### config.mk
export PLATFORM = sky130hd
export DESIGN_NAME = emu_time_manager
export DESIGN_NICKNAME = d
export VERILOG_FILES = /design/src/rtl/emu_time_pkg.sv /design/src/rtl/emu_dt_min_tree.sv /design/src/rtl/emu_time_manager.sv
export SDC_FILE = /design/constraint.sdc
export NUM_CORES = 1
export LEC_CHECK = 0
export CAP_MARGIN = 15
export CORE_MARGIN = 3
export CORE_UTILIZATION = 54
export CTS_CLUSTER_SIZE = 14
export DETAILED_ROUTE_END_ITERATION = 10
export PLACE_DENSITY = 0.85
export SLEW_MARGIN = 20
export SYNTH_ARGS = -nofsm -noshare
export SYNTH_HDL_FRONTEND = slang
export SYNTH_SLANG_ARGS = --single-unit
### constraint.sdc
create_clock -name __emu_clk -period 14.75 [get_ports __emu_clk]
set_input_delay 2.95 -clock __emu_clk [delete_from_list [all_inputs] [get_ports __emu_clk]]
set_output_delay 2.95 -clock __emu_clk [all_outputs]
set_load 0.005 [all_outputs]
### src/rtl/emu_time_pkg.sv
// Shared types and default widths for the emulation time manager.
// DT_WIDTH may be overridden at compile time through the DT_WIDTH macro.
`ifndef DT_WIDTH
`define DT_WIDTH 16
`endif

package emu_time_pkg;

   localparam int unsigned DT_WIDTH_DEFAULT   = `DT_WIDTH;
   localparam int unsigned TIME_WIDTH_DEFAULT = 64;

   typedef enum logic [1:0] {
      RUN       = 2'd0,
      STOP      = 2'd1,
      RUN_UNTIL = 2'd2,
      SLEEP_FOR = 2'd3
   } emu_ctrl_mode_t;

   typedef enum logic [1:0] {
      ST_RUN    = 2'd0,
      ST_HOLD   = 2'd1,
      ST_UNTIL  = 2'd2,
      ST_HALTED = 2'd3
   } emu_tm_state_t;

   function automatic logic is_halted_state(input emu_tm_state_t s);
      return (s == ST_HOLD) || (s == ST_HALTED);
   endfunction

endpackage

### src/rtl/emu_dt_min_tree.sv
// Combinational balanced min-reduction over N_IN packed unsigned values.
// Pairs are reduced level by level; an unpaired value passes to the next level.
module emu_dt_min_tree #(
   parameter int unsigned N_IN  = 2,
   parameter int unsigned WIDTH = 16
) (
   input  logic [N_IN*WIDTH-1:0] in_flat,
   output logic [WIDTH-1:0]      min_out
);

   localparam int unsigned LEVELS = (N_IN > 1) ? $clog2(N_IN) : 1;

   logic [WIDTH-1:0] work [N_IN];

   always_comb begin
      for (int unsigned i = 0; i < N_IN; i++) begin
         work[i] = in_flat[i*WIDTH +: WIDTH];
      end
      // At each level, slot i absorbs slot i+stride when that partner exists.
      for (int unsigned lvl = 0; lvl < LEVELS; lvl++) begin
         for (int unsigned i = 0; i < N_IN; i++) begin
            if (((i % (2 << lvl)) == 0) && ((i + (1 << lvl)) < N_IN)) begin
               if (work[i + (1 << lvl)] < work[i]) begin
                  work[i] = work[i + (1 << lvl)];
               end
            end
         end
      end
      min_out = work[0];
   end

endmodule

### src/rtl/emu_time_manager.sv
// Global emulation time-step arbiter: grants the common dt, tracks absolute
// emulation time and applies host run/stop/run-until/sleep-for control.
module emu_time_manager
   import emu_time_pkg::*;
#(
   parameter int unsigned         N_REQ      = 2,
   parameter int unsigned         DT_WIDTH   = DT_WIDTH_DEFAULT,
   parameter int unsigned         TIME_WIDTH = TIME_WIDTH_DEFAULT,
   parameter logic [DT_WIDTH-1:0] DT_MAX     = '1
) (
   input  logic                      __emu_clk,
   input  logic                      __emu_rst,
   input  logic [N_REQ*DT_WIDTH-1:0] __emu_dt_req,
   input  logic [1:0]                ctrl_mode,
   input  logic [TIME_WIDTH-1:0]     ctrl_data,
   output logic [DT_WIDTH-1:0]       __emu_dt,
   output logic [TIME_WIDTH-1:0]     emu_time,
   output logic                      emu_halted
);

   localparam logic [TIME_WIDTH-1:0] DT_MAX_T = TIME_WIDTH'(DT_MAX);

   emu_tm_state_t  state, next_state;
   emu_ctrl_mode_t mode_q, mode_in;

   logic [TIME_WIDTH-1:0] stop_time, stop_time_next;
   logic [TIME_WIDTH-1:0] emu_time_next;
   logic [TIME_WIDTH-1:0] rem_full;
   logic [DT_WIDTH-1:0]   dt_tree, dt_min, rem_sat, dt_grant;
   logic                  mode_change;

   emu_dt_min_tree #(
      .N_IN  (N_REQ),
      .WIDTH (DT_WIDTH)
   ) u_min_tree (
      .in_flat (__emu_dt_req),
      .min_out (dt_tree)
   );

   assign mode_in     = emu_ctrl_mode_t'(ctrl_mode);
   assign mode_change = (mode_in != mode_q);

   assign dt_min   = (dt_tree > DT_MAX) ? DT_MAX : dt_tree;
   // Remaining distance to stop_time; zero once reached or already in the past.
   assign rem_full = (stop_time > emu_time) ? (stop_time - emu_time) : '0;
   assign rem_sat  = (rem_full > DT_MAX_T) ? DT_MAX : DT_WIDTH'(rem_full);

   // Next-state, next stop time and granted step.
   always_comb begin
      next_state     = state;
      stop_time_next = stop_time;
      dt_grant       = '0;

      case (state)
         ST_RUN:   dt_grant = dt_min;
         ST_UNTIL: dt_grant = (rem_sat < dt_min) ? rem_sat : dt_min;
         default:  dt_grant = '0;
      endcase
      if (__emu_rst) begin
         dt_grant = '0;
      end

      emu_time_next = emu_time + TIME_WIDTH'(dt_grant);

      // A mode change takes priority; the step this cycle still follows the old state.
      if (mode_change) begin
         case (mode_in)
            RUN:  next_state = ST_RUN;
            STOP: next_state = ST_HOLD;
            RUN_UNTIL: begin
               next_state     = ST_UNTIL;
               stop_time_next = ctrl_data;
            end
            SLEEP_FOR: begin
               next_state     = ST_UNTIL;
               stop_time_next = emu_time_next + ctrl_data;
            end
            default: next_state = ST_RUN;
         endcase
      end else if (state == ST_UNTIL) begin
         if ((rem_full == '0) || (emu_time_next == stop_time)) begin
            next_state = ST_HALTED;
         end
      end

      __emu_dt = dt_grant;
   end

   // State, control and time registers.
   always_ff @(posedge __emu_clk) begin
      if (__emu_rst) begin
         state      <= ST_RUN;
         mode_q     <= RUN;
         stop_time  <= '0;
         emu_time   <= '0;
         emu_halted <= 1'b0;
      end else begin
         state      <= next_state;
         mode_q     <= mode_in;
         stop_time  <= stop_time_next;
         emu_time   <= emu_time_next;
         emu_halted <= is_halted_state(next_state);
      end
   end

endmodule

==> impl_metrics.yaml <==
synthesis:
  synth_nets: 2640
  avgSynthCellArea_um2: 7.248
  seq_area_frac_synth_pct: 15.43
  synth_ff_type: "dfxtp_1"
  synthCells: 2363
  netlist_area_um2: 17130
  synth_edf_count: 0
  ys_warn_count: 0
  synth_cell_types: 101
  ys_ff_latch: 132
  async_flop_share_pct: 0
finish:
  drive_above_1_share_pct: 4.549
  multi_input_area_um2: 13510
  final_nets: 2748
  seq_area_um2: 2643
  syn2layout_area_growth_pct: 15.45
  final_cells: 2882
  final_common_cell: "a21oi_1"
  fin_util_pct: 63.97
  final_area_um2: 19770
  fill_cells: 2808
  layout_common_cells: "a21oi_1, nand2_1, clkdlybuf4s50_1"
setup_path:
  crit_buf_inv: 6
  worst_path_largest_cell_delay_ns: 0.75
  end_kind: "flop"
  critPathKind: "reg2reg"
  path_delay_family: "compound AO/OA/AOI/OAI gates"
  slowest_stage: "o311ai_0"
  cp_data_required_time_ns: 15.10
  reg2regPathDepth: 52
  cp_max_fo: 22
  startpoint_type: "flop"
  r2r_start: "emu_time[19]"
  r2r_slack_ns: 0.79
  arrival_ns: 14.31
  reg2reg_to: "stop_time[62]"
sta:
  hold_slack_ns: 0.5433
  period_share_pct: 94.66
  finalMaxSlewViolations: 0
  worst_slack_ns: 0.7883
  fin_skew_ns: 0.008169
  setup_viol: 0
  tightest_slew_ns: 0.9360
  tns_ns: 0
  max-slew-margin-rel_pct: 37.08
  finalCriticalPeriod_ns: 13.96
  max_freq_mhz: 71.62
  rsz0062_at_grt: "false"
  hold_viol: 0
place:
  placed_cell_area_um2: 19120
  dp_hpwl_um: 56580
  routabilityCongestion: 1.043
  port_buffers: 180
  pre_cts_slack_ns: 0.5812
  dp.cells: 2847
power:
  fin_total_pwr_mw: 2.434
  irDropWorstVdd_v: 0.0001412
  switching_share_pct: 47.66
  pwr-share-clk_pct: 18.6
  comb_power_share_pct: 62.6
  pwr-share-seq_pct: 18.8
  leakagePower_nw: 8.400
  p_sw_mw: 1.160
  powerDensity_nw_per_um2: 123.1
  p_int_mw: 1.274
cts:
  htreeDepth: 4
  clockBufferDepth: 2
  post_cts_buffers: 0
  clk_latency_ns: 0.42
  cts_sinks: 132
  clk_pin_slew_ns: 0.06
  numCtsBuffers: 17
  cts_tree: "built"
  cts_root_buf: "clkbuf_16"
grt:
  grt_pass1_vias: 17730
  antenna_found_initial: 4
  grt_pass1_wl_um: 104100
  grt_overflow: 0
  grt_max_degree: 95
  grt_use_total_pct: 39.32
drt:
  vias: 19520
  dr.pass1.iters: 6
  route.detailed.drc: 0
  wl_um: 69210
  wire_per_inst_um: 24.02
  drt_iter0_drc: 2512
  postRouteAntennaNets: 0
  routed_via_density: 6.771
job:
  maxCapViolCount: 0
min_path:
  min_to: "stop_time[35]"
  hp-start: "stop_time[35]"
  hold_depth: 2
  hp-class: "reg2reg"
floorplanning:
  core_um2: 30910
  start_util_pct: 55.41
  io_pins: 181
  fp.dieArea_um2: 33890
  chipWidth_um: 184.1
  num_rows: 64
  fp.dieH_um: 184.1
outcome:
  status: "completed"
registers in the layout, indices dropped and copies added, names as in the netlist, named ones only:
signal and flops:
emu_time 64, mode_q 2, state 1, stop_time 64
worst register-to-register path, delay by kind of cell, from the launching register on:
family	cells	cell delay, ns
flip-flops	1	0.48
AND/OR/NAND/NOR	17	3.36
AO/OA/AOI/OAI	23	7.02
buffers and inverters	6	1.14
XOR/XNOR	2	0.40
adder cells (fa/ha/maj)	4	1.50
cell type report:
cell class              instances  share of cell area [%]
inverters                     147                   2.791
clock inverters                12                  0.7720
multi-input cells            1974                   68.32
repair buffers                199                   9.859
flip-flops and latches        132                   13.36
clock buffers                  20                   2.360
well taps                     396                   2.506
diodes                          2                 0.02531
cells by family (layout without fill, tap and decap cells):
| logic type | after synthesis | in the layout | share of synthesized area [%] |
|---|---|---|---|
| DFF | 132 | 132 | 15.43 |
| buffers and inverters | 257 | 378 | 5.837 |
| adders and majority gates | 177 | 177 | 13.06 |
| and+or+nand+nor | 805 | 805 | 23.66 |
| muxes | 27 | 27 | 1.585 |
| xor gates and xnor gates | 189 | 189 | 9.665 |
| AOI/OAI and AO/OA | 776 | 776 | 30.76 |
| other | 0 | 2 | 0 |
power groups by stage:
| stage | Sequential, mW | Combinational [mW] | Clock [mW] |
|---|---|---|---|
| floorplan | 0.429 | 1.07 | 0 |
| global placement | 0.461 | 1.44 | 0 |
| detailed placement | 0.461 | 1.47 | 0 |
| CTS | 0.453 | 1.48 | 0.453 |
| global route | 0.459 | 1.64 | 0.467 |
| finish | 0.458 | 1.52 | 0.453 |
how the worst max path moves through the flow:
stage | slack (ns) | to | from | cells past startpoint
after floorplan | 1.99 | stop_time[62] | __emu_dt_req[1] | 49
after global placement | 1.09 | stop_time[62] | __emu_dt_req[1] | 48
after detailed placement | 0.58 | stop_time[62] | __emu_dt_req[1] | 51
after CTS | 0.88 | stop_time[62] | emu_time[21] | 52
after global routing | 0.09 | stop_time[62] | emu_time[19] | 52
final | 0.79 | stop_time[62] | emu_time[19] | 52
layer usage:
metal	vias to the layer above	wire length [um]	GRT usage (%)	share of wire [%]
met5	-	0	0	0
met4	0	2499	13.37	3.6
li1	8953	-	-	-
met3	154	8537	8.763	12
met1	9133	30660	58.96	44
met2	1275	27520	54.97	40
Yosys cell counts, types with 59 or more instances:
master    instances  area [um^2]
nand3_1          64        320.3
a21o_1           84        630.6
nand2_1         221        829.6
ha_1            174         2177
nor3_1           64        320.3
a21oi_1         250         1251
xnor2_1         137         1200
o21ai_0         108        540.5
clkbuf_1         98        367.9
nand4_1          59        369.1
nor2b_1          62        387.9
dfxtp_1         132         2643
o221ai_1         59        516.8
nor2_1          162        608.1
inv_1           147        551.8
timing repair:
action / in CTS / in global routing
hold buffers: 0 / 0
gates resized for setup: 0 / 1
setup endpoints to repair: 0 / 2
Note: power is estimated with default switching activity, not from simulation.
